==> config.mk <==
export PLATFORM = sky130hd
export DESIGN_NAME = riscv_wb_ctrl
export DESIGN_NICKNAME = d
export VERILOG_FILES = /design/src/rtl/riscv_constants.sv /design/src/rtl/riscv_wb_timeout.sv /design/src/rtl/riscv_wb_ctrl.sv
export SDC_FILE = /design/constraint.sdc
export NUM_CORES = 1
export LEC_CHECK = 0
export CAP_MARGIN = 25
export CORE_UTILIZATION = 40
export CTS_CLUSTER_SIZE = 28
export DETAILED_ROUTE_END_ITERATION = 8
export PLACE_DENSITY = 0.83
export SETUP_SLACK_MARGIN = 0.3
export SYNTH_ARGS = -nofsm -noshare
export SYNTH_HDL_FRONTEND = slang
export SYNTH_SLANG_ARGS = --single-unit
==> constraint.sdc <==
create_clock -name clk -period 3.5 [get_ports clk]
set_input_delay 1.05 -clock clk [delete_from_list [all_inputs] [get_ports clk]]
set_output_delay 1.05 -clock clk [all_outputs]
set_load 0.01 [all_outputs]
==> src/rtl/riscv_constants.sv <==
// rtl/riscv_constants.sv - shared RISC-V core constants: writeback source select and writeback sequencer states
package riscv_constants;

  // Source selected by the writeback mux.
  typedef enum logic [1:0] {
    WB_ALU = 2'd0,
    WB_MEM = 2'd1,
    WB_PC  = 2'd2,
    WB_CSR = 2'd3
  } wb_sel_e;

  // Writeback sequencer states.
  typedef enum logic {
    IDLE     = 1'b0,
    WAIT_MEM = 1'b1
  } wb_ctrl_state_e;

  localparam int unsigned RF_ADDR_W = 5;

endpackage

==> src/rtl/riscv_wb_timeout.sv <==
// rtl/riscv_wb_timeout.sv - saturating wait-cycle counter for outstanding loads
module riscv_wb_timeout #(
  parameter int MEM_TIMEOUT = 255
) (
  input  logic clk,
  input  logic rst_n,
  input  logic clr,
  input  logic inc,
  output logic at_limit
);

  localparam int CNT_W = $clog2(MEM_TIMEOUT + 1);

  logic [CNT_W-1:0] cnt_q;
  logic [CNT_W-1:0] cnt_d;

  // Clear on entry to the wait, count idle wait cycles, hold once the limit is reached.
  always_comb begin
    cnt_d = cnt_q;
    if (clr) begin
      cnt_d = '0;
    end else if (inc && (cnt_q != CNT_W'(MEM_TIMEOUT))) begin
      cnt_d = cnt_q + CNT_W'(1);
    end
  end

  // Counter register.
  always_ff @(posedge clk or negedge rst_n) begin
    if (!rst_n) begin
      cnt_q <= '0;
    end else begin
      cnt_q <= cnt_d;
    end
  end

  assign at_limit = (cnt_q == CNT_W'(MEM_TIMEOUT));

endmodule

==> src/rtl/riscv_wb_ctrl.sv <==
// rtl/riscv_wb_ctrl.sv - writeback sequencer for the single register-file write port (optional load abort: RISCV_WB_TIMEOUT_EN)
module riscv_wb_ctrl
  import riscv_constants::*;
#(
  parameter int WORD_LENGTH = 32,
  parameter int MEM_TIMEOUT = 255
) (
  input  logic                 clk,
  input  logic                 rst_n,
  input  logic                 wb_valid,
  output logic                 wb_ready,
  input  logic [RF_ADDR_W-1:0] wb_rd,
  input  logic                 wb_rf_we,
  input  wb_sel_e              wb_sel_in,
  input  logic                 mem_rvalid,
  output wb_sel_e              wb_sel,
  output logic                 rf_we,
  output logic [RF_ADDR_W-1:0] rf_waddr,
  output logic                 pend_valid,
  output logic [RF_ADDR_W-1:0] pend_rd,
  output logic                 retire,
  output logic                 timeout_err
);

  // Reject nonsensical parameterisations at elaboration.
  if ((WORD_LENGTH < 1) || (MEM_TIMEOUT < 1)) begin : g_bad_param
    $error("riscv_wb_ctrl: WORD_LENGTH and MEM_TIMEOUT must be positive");
  end

  wb_ctrl_state_e       state_q, state_d;
  logic [RF_ADDR_W-1:0] rd_q, rd_d;
  logic                 we_q, we_d;

`ifdef RISCV_WB_TIMEOUT_EN
  logic wait_clr;
  logic wait_inc;
  logic wait_limit;

  // The counter restarts on the cycle a waited load is accepted and ticks on every empty wait cycle.
  assign wait_clr = (state_q == IDLE) && wb_valid && (wb_sel_in == WB_MEM) && !mem_rvalid;
  assign wait_inc = (state_q == WAIT_MEM) && !mem_rvalid;

  riscv_wb_timeout #(
    .MEM_TIMEOUT(MEM_TIMEOUT)
  ) u_timeout (
    .clk      (clk),
    .rst_n    (rst_n),
    .clr      (wait_clr),
    .inc      (wait_inc),
    .at_limit (wait_limit)
  );
`endif

  // Next state and port outputs; everything is forced to its reset value while rst_n is low.
  always_comb begin
    state_d     = state_q;
    rd_d        = rd_q;
    we_d        = we_q;
    wb_ready    = 1'b0;
    wb_sel      = WB_ALU;
    rf_we       = 1'b0;
    rf_waddr    = '0;
    pend_valid  = 1'b0;
    pend_rd     = '0;
    retire      = 1'b0;
    timeout_err = 1'b0;
    if (rst_n) begin
      case (state_q)
        IDLE: begin
          wb_ready = 1'b1;
          if (wb_valid) begin
            if ((wb_sel_in != WB_MEM) || mem_rvalid) begin
              // Non-load or zero-wait load: write straight through this cycle.
              wb_sel   = wb_sel_in;
              rf_waddr = wb_rd;
              rf_we    = wb_rf_we && (wb_rd != '0);
              retire   = 1'b1;
            end else begin
              // Load data not yet back: remember the destination and stall.
              wb_sel   = WB_MEM;
              rf_waddr = wb_rd;
              rd_d     = wb_rd;
              we_d     = wb_rf_we;
              state_d  = WAIT_MEM;
            end
          end
        end
        WAIT_MEM: begin
          wb_sel     = WB_MEM;
          rf_waddr   = rd_q;
          pend_valid = 1'b1;
          pend_rd    = rd_q;
          if (mem_rvalid) begin
            rf_we   = we_q && (rd_q != '0);
            retire  = 1'b1;
            state_d = IDLE;
          end
`ifdef RISCV_WB_TIMEOUT_EN
          else if (wait_limit) begin
            // Memory never answered: abandon the write without retiring.
            timeout_err = 1'b1;
            state_d     = IDLE;
          end
`endif
        end
        default: begin
          state_d = IDLE;
        end
      endcase
    end
  end

  // State and pending-load registers.
  always_ff @(posedge clk or negedge rst_n) begin
    if (!rst_n) begin
      state_q <= IDLE;
      rd_q    <= '0;
      we_q    <= 1'b0;
    end else begin
      state_q <= state_d;
      rd_q    <= rd_d;
      we_q    <= we_d;
    end
  end

endmodule

==> results of run 1 <==
-- cell usage in the layout, fill, tap and decap left out, drive strengths merged --
cell,count
buf,23
clkdlybuf4s50,8
dlymetal6s2s,7
dfrtp,7
nor2b,7
mux2,6
and3,6
nand2,5
a22oi,4
dlygate4sd2,4
clkbuf,4
o21ai,3
clkdlybuf4s15,3
and2,2
a21oi,2
inv,2
or4,2
o311ai,1
o2111ai,1
or4b,1
a41oi,1
conb,1
-- layer usage --
layer	global-route usage, %	up-vias
met2	41.25	25
met4	17.24	0
li1	-	291
met5	0	-
met1	29.79	262
met3	5.233	2
-- cell families (layout without fill, tap and decap cells) --
family	Yosys count	count (layout)	share of synthesized area, %
flip-flops	7	7	32.86
multiplexers	6	6	16.90
other	1	1	0.7035
AND/OR/NAND/NOR	23	23	27.93
AO/OA/AOI/OAI	12	12	15.26
buffers and inverters	6	51	6.339
-- state kept, by name, summed over array words and instances (netlist names) --
signal,count
rd_q,5
state_q,1
we_q,1
-- power by group through the flow --
| stage | sequential (mW) | clock (mW) | combinational (mW) |
|---|---|---|---|
| final | 0.119 | 0.0762 | 0.108 |
| after CTS | 0.118 | 0.0797 | 0.108 |
| after detailed placement | 0.119 | 0 | 0.106 |
| after global routing | 0.122 | 0.0840 | 0.118 |
| after floorplan | 0.111 | 0 | 0.0545 |
| after global placement | 0.118 | 0 | 0.104 |
-- critical path: cells and delay by family --
family	cells	cell delay [ps]
and+or+nand+nor	2	200
buffers and inverters	2	750
AOI/OAI and AO/OA	1	120
-- repair_timing --
| action | 4_1_cts | 5_1_grt |
|---|---|---|
| endpoints found under the setup margin | 16 | 3 |
| setup buffers | 5 | 0 |
| resized for setup | 39 | 9 |
| pin swaps | 2 | 2 |
-- stage by stage --
step / utilization, % / total power, mW
6_report: 83.33 / 0.3034
5_1_grt: 83.33 / 0.3235
4_1_cts: 81.20 / 0.3062
3_5_place_dp: 76.18 / 0.2252
3_3_place_gp: 76.18 / 0.2212
2_1_floorplan: - / 0.1659
-- cell usage after synthesis, types with 2 or more instances --
| cell | number |
|---|---|
| and3_1 | 3 |
| dfrtp_1 | 7 |
| nor2b_1 | 6 |
| a21oi_1 | 2 |
| mux2_4 | 6 |
| and3_2 | 3 |
| or4_1 | 2 |
| clkbuf_1 | 2 |
| nand2_1 | 5 |
| o21ai_0 | 2 |
| a22oi_1 | 4 |
| inv_1 | 2 |
| and2_1 | 2 |
-- cell type report --
cell class,instances,share of cell area [%]
Timing Repair Buffer,45,41.28
Multi-Input combinational cell,42,35.51
Tap cell,14,1.795
Sequential cell,7,17.95
Inverter,2,0.7692
Clock buffer,4,2.692
-- path summary, 6_finish.rpt --
kind                                from           to  slack (ps)  cells past startpoint
worst max-delay path            wb_rd[3]  rf_waddr[3]         330                      5
worst min-delay path                we_q         we_q         530                      1
worst max register to register   state_q      rd_q[3]        1360                      5
worst min register to register      we_q         we_q         530                      1
max in group asynchronous          rst_n      rd_q[4]        2430                      3
min in group asynchronous          rst_n      rd_q[3]         950                      3
==> results.yml, run 1 <==
route:
  dr_wl_met2_um: 759
  drtIter0Drc: 12
  wl_met1_um: 722
  avgViaCountPerCell: 5.088
  ant_nets: 0
  route.met3.wl_um: 70
  drt-total-wl_um: 1571
  drc: 0
  drt_first_pass_iters: 4
  top_layer_used: "met4"
  avgRoutedWirePerCell_um: 13.78
  dr_total_vias: 580
clock_tree:
  path_clk_slew_ps: 60
  cts-root-buf: "clkbuf_4"
  htree_levels: 1
  numCtsBuffers: 3
  cts_hold_buf: 0
  cts_tree: "yes"
  cts_buffer_depth: 2
  cts.sinks: 7
  clock_latency_ps: 250
worst_setup_path:
  path_class: "input port to output port"
  cp_slowest_cell: "clkdlybuf4s50_1"
  startpoint_type: "input port"
  end_kind: "output port"
  required_ps: 2450
  arrival_ps: 2120
  slowest_delay_ps: 540
  crit_fanout: 3
  path_cells: "clkdlybuf4s50_1, nand2_1, o21ai_1, and2_1, clkdlybuf4s15_2"
run_status:
  status: "completed"
cells_and_area:
  nets: 113
  drive_gt1_share_pct: 42.00
  layoutNonFillerInstCount: 114
  multiInputGateArea_um2: 346.6
  diodes: 0
  nFillCells: 77
  seq_area_um2: 175.2
  final_cell_area_um2: 975.9
  syn2layout_area_growth_pct: 83.10
logic_synthesis:
  ys_warn_count: 0
  synth_top_area_share_pct: 32.86
  synth_edf_count: 0
  syn_area_um2: 533.0
  synth.area.top_cells: "dfrtp_1 (33%), mux2_4 (17%), nor2b_1 (7.0%)"
  synth_ff_type: "dfrtp_1"
  ys_ff_latch: 7
  synth_area_per_cell_um2: 9.691
  yosysSeqAreaShare_pct: 32.86
  syn_nets: 67
  synthCells: 55
  synth_cell_type_count: 22
  yosysTopAreaCell: "dfrtp_1"
  synthArstFlopShare_pct: 100.0
run:
  max_cap_viol_count: 0
sta:
  period_minus_slack_ps: 3166
  fin_ws_ps: 334.2
  finalCritPeriodShare_pct: 90.45
  hold_viol_final: 0
  tightest_slew_ps: 574.3
  holdWs_ps: 527.6
  final.setup_skew_ps: 0.7280
  finalSetupViolations: 0
  finalMaxSlewViolations: 0
  rsz0062_at_grt: "true"
  maxSlewHeadroom_pct: 61.71
  tns_ps: 0
  fmax_mhz: 315.9
pwr:
  p_comb_share_pct: 35.7
  p_clk_share_pct: 25.1
  power_leakage_nw: 0.5500
  netSwitchingFraction_pct: 30.06
  power_density_nw_per_um2: 310.9
  p_seq_share_pct: 39.2
  internal_power_uw: 212.2
  switchingPower_uw: 91.20
  irDropWorstVdd_mv: 0.1834
floorplanning:
  die_w_um: 38.51
  ios: 29
  num_rows: 12
  fp.dieH_um: 38.51
  start_util_pct: 45.51
  die-area_um2: 1483
  coreArea_um2: 1171
place:
  place_congestion: 0.7103
  dpl.cell_count: 105
  dp_hpwl_um: 1119
  post-place-ws_ps: -284.2
  place_area_um2: 892.1
  portBuffers: 27
grt:
  grt_pass1_wl_um: 2525
  antenna_found_initial: 0
  grt_overflow: 0
  grt_max_degree: 17
  gr-usage-all-layers_pct: 25.54
  grt_pass1_vias: 584
min_path:
  worstHoldPathType: "flip-flop to flip-flop"
No activity file was read; power rests on OpenSTA's default activity.
==> run 2: changes to the inputs <==
--- a/config.mk
+++ b/config.mk
@@ -6,11 +6,12 @@
 export NUM_CORES = 1
 export LEC_CHECK = 0
 export CAP_MARGIN = 25
-export CORE_UTILIZATION = 40
+export CORE_UTILIZATION = 37
 export CTS_CLUSTER_SIZE = 28
 export DETAILED_ROUTE_END_ITERATION = 8
-export PLACE_DENSITY = 0.83
+export PLACE_DENSITY = 0.78
 export SETUP_SLACK_MARGIN = 0.3
+export SLEW_MARGIN = 20
 export SYNTH_ARGS = -nofsm -noshare
 export SYNTH_HDL_FRONTEND = slang
 export SYNTH_SLANG_ARGS = --single-unit
==> constraint.sdc (replaced) <==
create_clock -name clk -period 3.2 [get_ports clk]
set_input_delay 0.96 -clock clk [delete_from_list [all_inputs] [get_ports clk]]
set_output_delay 0.96 -clock clk [all_outputs]
set_load 0.01 [all_outputs]
==> results.yml, run 2 (synthesis gave the netlist of run 1 again) <==
run_status:
  status: "completed"
min_path:
  worstHoldPathType: "flip-flop to flip-flop"
  whs_path_depth: 1
  worstHoldEndpoint: "we_q"
  hp-start: "we_q"
route:
  drc: 0
  drtIter0Drc: 8
  dr_total_vias: 551
  ant_nets: 0
  avgRoutedWirePerCell_um: 13.24
  drt-total-wl_um: 1456
  drt_first_pass_iters: 4
  avgViaCountPerCell: 5.009
clock_tree:
  cts.sinks: 7
  cts_tree: "yes"
  cts-root-buf: "clkbuf_4"
  numCtsBuffers: 3
  cts_buffer_depth: 2
  path_clk_slew_ps: 50
  cts_hold_buf: 0
  htree_levels: 1
  clock_latency_ps: 250
sta:
  fin_ws_ps: 314.4
  final.setup_skew_ps: 3.620
  hold_viol_final: 0
  finalCritPeriodShare_pct: 90.18
  rsz0062_at_grt: "true"
  fmax_mhz: 346.5
  finalSetupViolations: 0
  tightest_slew_ps: 571.7
  finalMaxSlewViolations: 0
  tns_ps: 0
  maxSlewHeadroom_pct: 61.88
  period_minus_slack_ps: 2886
worst_setup_path:
  worst_path_most_repeated_cell: "o21ai_2"
  startpoint_type: "input port"
  critPathTopFamily: "simple AND/OR/NAND/NOR gates"
  crit_start: "wb_rd[1]"
  r2r_cells: 4
  path_class: "input port to output port"
  crit_buf_inv: 2
  required_ps: 2240
  slowest_delay_ps: 530
  rrSetupSlack_ps: 1110
  r2r_end: "rd_q[2]"
  arrival_ps: 1930
  crit_fanout: 3
  end_kind: "output port"
  path_cells: "buf_6, or4_4, o21ai_2, o21ai_2, buf_2"
  cp_slowest_cell: "or4_4"
  worstReg2RegStart: "state_q"
place:
  place_area_um2: 870.8
  portBuffers: 27
  post-place-ws_ps: -420.3
  dp_hpwl_um: 1028
  place_congestion: 0.6778
cells_and_area:
  drive_gt1_share_pct: 43.16
  diodes: 0
  final_cell_area_um2: 938.4
  largest_reg_flops: 5
  layout_common_cells: "dlygate4sd2_1 (12), buf_4 (11), dfrtp_1 (7)"
  syn2layout_area_growth_pct: 76.06
  top_regs: "rd_q: 5 flops, state_q: 1 flops, we_q: 1 flops"
  layout_commonest_cell: "dlygate4sd2_1"
  top_register: "rd_q"
  nets: 108
  fin_util_pct: 71.23
grt:
  grt_pass1_wl_um: 2166
  grt_max_degree: 17
  antenna_found_initial: 0
  gr-usage-all-layers_pct: 21.53
  grt_pass1_vias: 460
  grt_overflow: 0
floorplanning:
  num_rows: 13
  die_w_um: 39.96
  coreArea_um2: 1318
  die-area_um2: 1596
  fp.dieH_um: 39.96
  ios: 29
  start_util_pct: 40.46
pwr:
  power_uw: 323.9
  power_density_nw_per_um2: 345.2
  power_leakage_nw: 0.5026
  irDropWorstVdd_mv: 0.1606
run:
  max_cap_viol_count: 0
-- run 2: cell types whose count changed in the layout (fill, tap and decap cells not counted), sizes merged --
cell	delta
clkbuf	+1
clkdlybuf4s50	-7
buf	-6
dlygate4sd2	+8
clkdlybuf4s15	+5
dlymetal6s2s	-6
-- run 2: layout make-up --
class	count	area [µm²]
Sequential cell	7	175.2
Tap cell	15	18.77
Fill cell	101	379.1
Clock buffer	4	26.28
Inverter	2	7.507
Multi-Input combinational cell	42	360.3
Timing Repair Buffer	40	350.3
-- run 2: routing by layer --
metal  vias up  global-route usage (%)  share of wire, %
met3         2                   7.778               4.5
met4         0                   12.93               1.1
li1        279                       -                 -
met1       253                   29.73                49
met2        17                   27.82                45
met5         -                       0                 0
-- run 2: worst max-delay path by stage --
stage	slack, ps	cells past startpoint	end
floorplan	530	3	rf_we
CTS	220	5	rf_we
global route	270	5	rf_we
global placement	-410	5	rf_we
finish	310	5	rf_we
detailed placement	-420	5	rf_we
-- run 2: timing repair --
action                     CTS  global route
gates resized for setup     56             8
buffers inserted             3             0
hold endpoints to repair     0             0
pin swaps                    4             3
setup endpoints to repair   16             3
-- run 2: per-stage QoR --
stage                     std cells  hold WS [ps]
final                           110         520.4
after global routing            110         528.6
after CTS                       110         520.9
after detailed placement        103         500.5
after global placement          103         496.4
after floorplan                  55         482.2
-- run 2: power breakdown --
group | switching [mW] | internal, mW | total [mW]
Combinational | 0.0406 | 0.0704 | 0.111
Clock | 0.0335 | 0.0476 | 0.0812
Sequential | 0.0244 | 0.107 | 0.132
Total | 0.0985 | 0.225 | 0.324
==> run 3: changes to the inputs <==
--- a/config.mk
+++ b/config.mk
@@ -9,7 +9,7 @@
 export CORE_UTILIZATION = 37
 export CTS_CLUSTER_SIZE = 28
 export DETAILED_ROUTE_END_ITERATION = 8
-export PLACE_DENSITY = 0.78
+export PLACE_DENSITY = 0.77
 export SETUP_SLACK_MARGIN = 0.3
 export SLEW_MARGIN = 20
 export SYNTH_ARGS = -nofsm -noshare
==> results.yml, run 3 (synthesis gave the netlist of run 1 again) <==
run_status:
  status: "completed"
clock_tree:
  htree_levels: 1
  cts-root-buf: "clkbuf_4"
  numCtsBuffers: 3
  cts.sinks: 7
  cts_tree: "yes"
  path_clk_slew_ps: 50
  clock_latency_ps: 260
  cts_buffer_depth: 2
sta:
  holdWs_ps: 546.6
  rsz0062_at_grt: "true"
  finalSetupViolations: 0
  finalCritPeriodShare_pct: 90.32
  maxSlewHeadroom_pct: 63.34
  period_minus_slack_ps: 2890
  final.setup_skew_ps: 2.199
  fmax_mhz: 346.0
  hold_viol_final: 0
  tightest_slew_ps: 549.9
  finalMaxSlewViolations: 0
  fin_ws_ps: 309.8
cells_and_area:
  layout_common_cells: "buf_4 (14), dlygate4sd2_1 (13), dfrtp_1 (7)"
  largest_reg_flops: 5
  top_register: "rd_q"
  nets: 111
  diodes: 0
  final_cell_area_um2: 919.6
  top_regs: "rd_q: 5 flops, state_q: 1 flops, we_q: 1 flops"
  layout_commonest_cell: "buf_4"
  syn2layout_area_growth_pct: 72.54
  drive_gt1_share_pct: 44.90
  layoutNonFillerInstCount: 113
place:
  dpl.cell_count: 105
  place_congestion: 0.6935
  dp_hpwl_um: 1035
  post-place-ws_ps: -421.8
  portBuffers: 27
  place_area_um2: 885.9
pwr:
  power_density_nw_per_um2: 354.3
  power_leakage_nw: 0.5068
  power_uw: 325.8
  irDropWorstVdd_mv: 0.1652
worst_setup_path:
  crit_start: "wb_rd[4]"
  startpoint_type: "input port"
  rrSetupSlack_ps: 1160
  worstReg2RegStart: "state_q"
  end_kind: "output port"
  r2r_cells: 4
  required_ps: 2240
  worstSetupEndpoint: "rf_we"
  crit_fanout: 2
  path_class: "input port to output port"
  r2r_end: "we_q"
  arrival_ps: 1930
grt:
  grt_overflow: 0
  antenna_found_initial: 0
  grt_pass1_wl_um: 2208
  grt_max_degree: 17
  gr-usage-all-layers_pct: 22.12
  grt_pass1_vias: 509
floorplanning:
  fp.dieH_um: 39.96
  num_rows: 13
  ios: 29
  die-area_um2: 1596
  coreArea_um2: 1318
  start_util_pct: 40.46
  die_w_um: 39.96
route:
  dr_total_vias: 588
  drtIter0Drc: 9
  avgViaCountPerCell: 5.204
  avgRoutedWirePerCell_um: 13.44
  ant_nets: 0
  drt_first_pass_iters: 4
  drc: 0
  drt-total-wl_um: 1519
min_path:
  worstHoldPathType: "flip-flop to flip-flop"
run:
  max_cap_viol_count: 0
## run 3: changes by cell type in the layout (fill, tap and decap cells not counted), sizes merged
cell,change
dlygate4sd2,+1
buf,+6
dlymetal6s2s,-1
clkbuf,+1
clkdlybuf4s15,-4
## run 3: worst max-delay path, stage by stage
cell and delay (ps):
buf_6 90, or4_4 530, o21ai_2 130, o21ai_1 70, buf_2 140
## run 3: area by class of cell
class,count,area [µm²]
Clock buffer,4,26.28
Timing Repair Buffer,43,345.3
Inverter,2,7.507
Multi-Input combinational cell,42,346.6
Fill cell,112,397.9
Tap cell,15,18.77
Sequential cell,7,175.2
## run 3: how the worst min path moves through the flow
stage / start / endpoint / slack, ps / cells after the start
6_report: we_q / we_q / 550 / 1
5_1_grt: we_q / we_q / 540 / 1
3_3_place_gp: we_q / we_q / 500 / 1
2_1_floorplan: we_q / we_q / 480 / 1
4_1_cts: we_q / we_q / 530 / 1
3_5_place_dp: we_q / we_q / 520 / 1
## run 3: power breakdown
group | internal [mW] | leakage [nW] | switching (mW) | total (mW)
Combinational | 0.0701 | 0.405 | 0.0403 | 0.110
Sequential | 0.107 | 0.0869 | 0.0227 | 0.130
Clock | 0.0479 | 0.0150 | 0.0374 | 0.0853
## run 3: stage by stage
stage	util, %	TNS, ps
after detailed placement	67.24	-3246
after floorplan	-	0
after global placement	67.24	-3218
after CTS	70.37	0
final	69.80	0
after global routing	69.80	0
## run 3: routing by layer
layer	up-vias	GRT usage (%)	share of wire, %
met5	-	0	0
met3	4	3.333	5.0
li1	282	-	-
met1	279	24.74	42
met4	0	18.10	2.7
met2	23	36.69	50
## run 3: timing repair
item / 4_1_cts / 5_1_grt
pin swaps: 4 / 3
hold buffers: 0 / 0
hold endpoints to repair: 0 / 0
gates resized for setup: 61 / 6
setup buffers: 3 / 1
endpoints found under the setup margin: 16 / 3
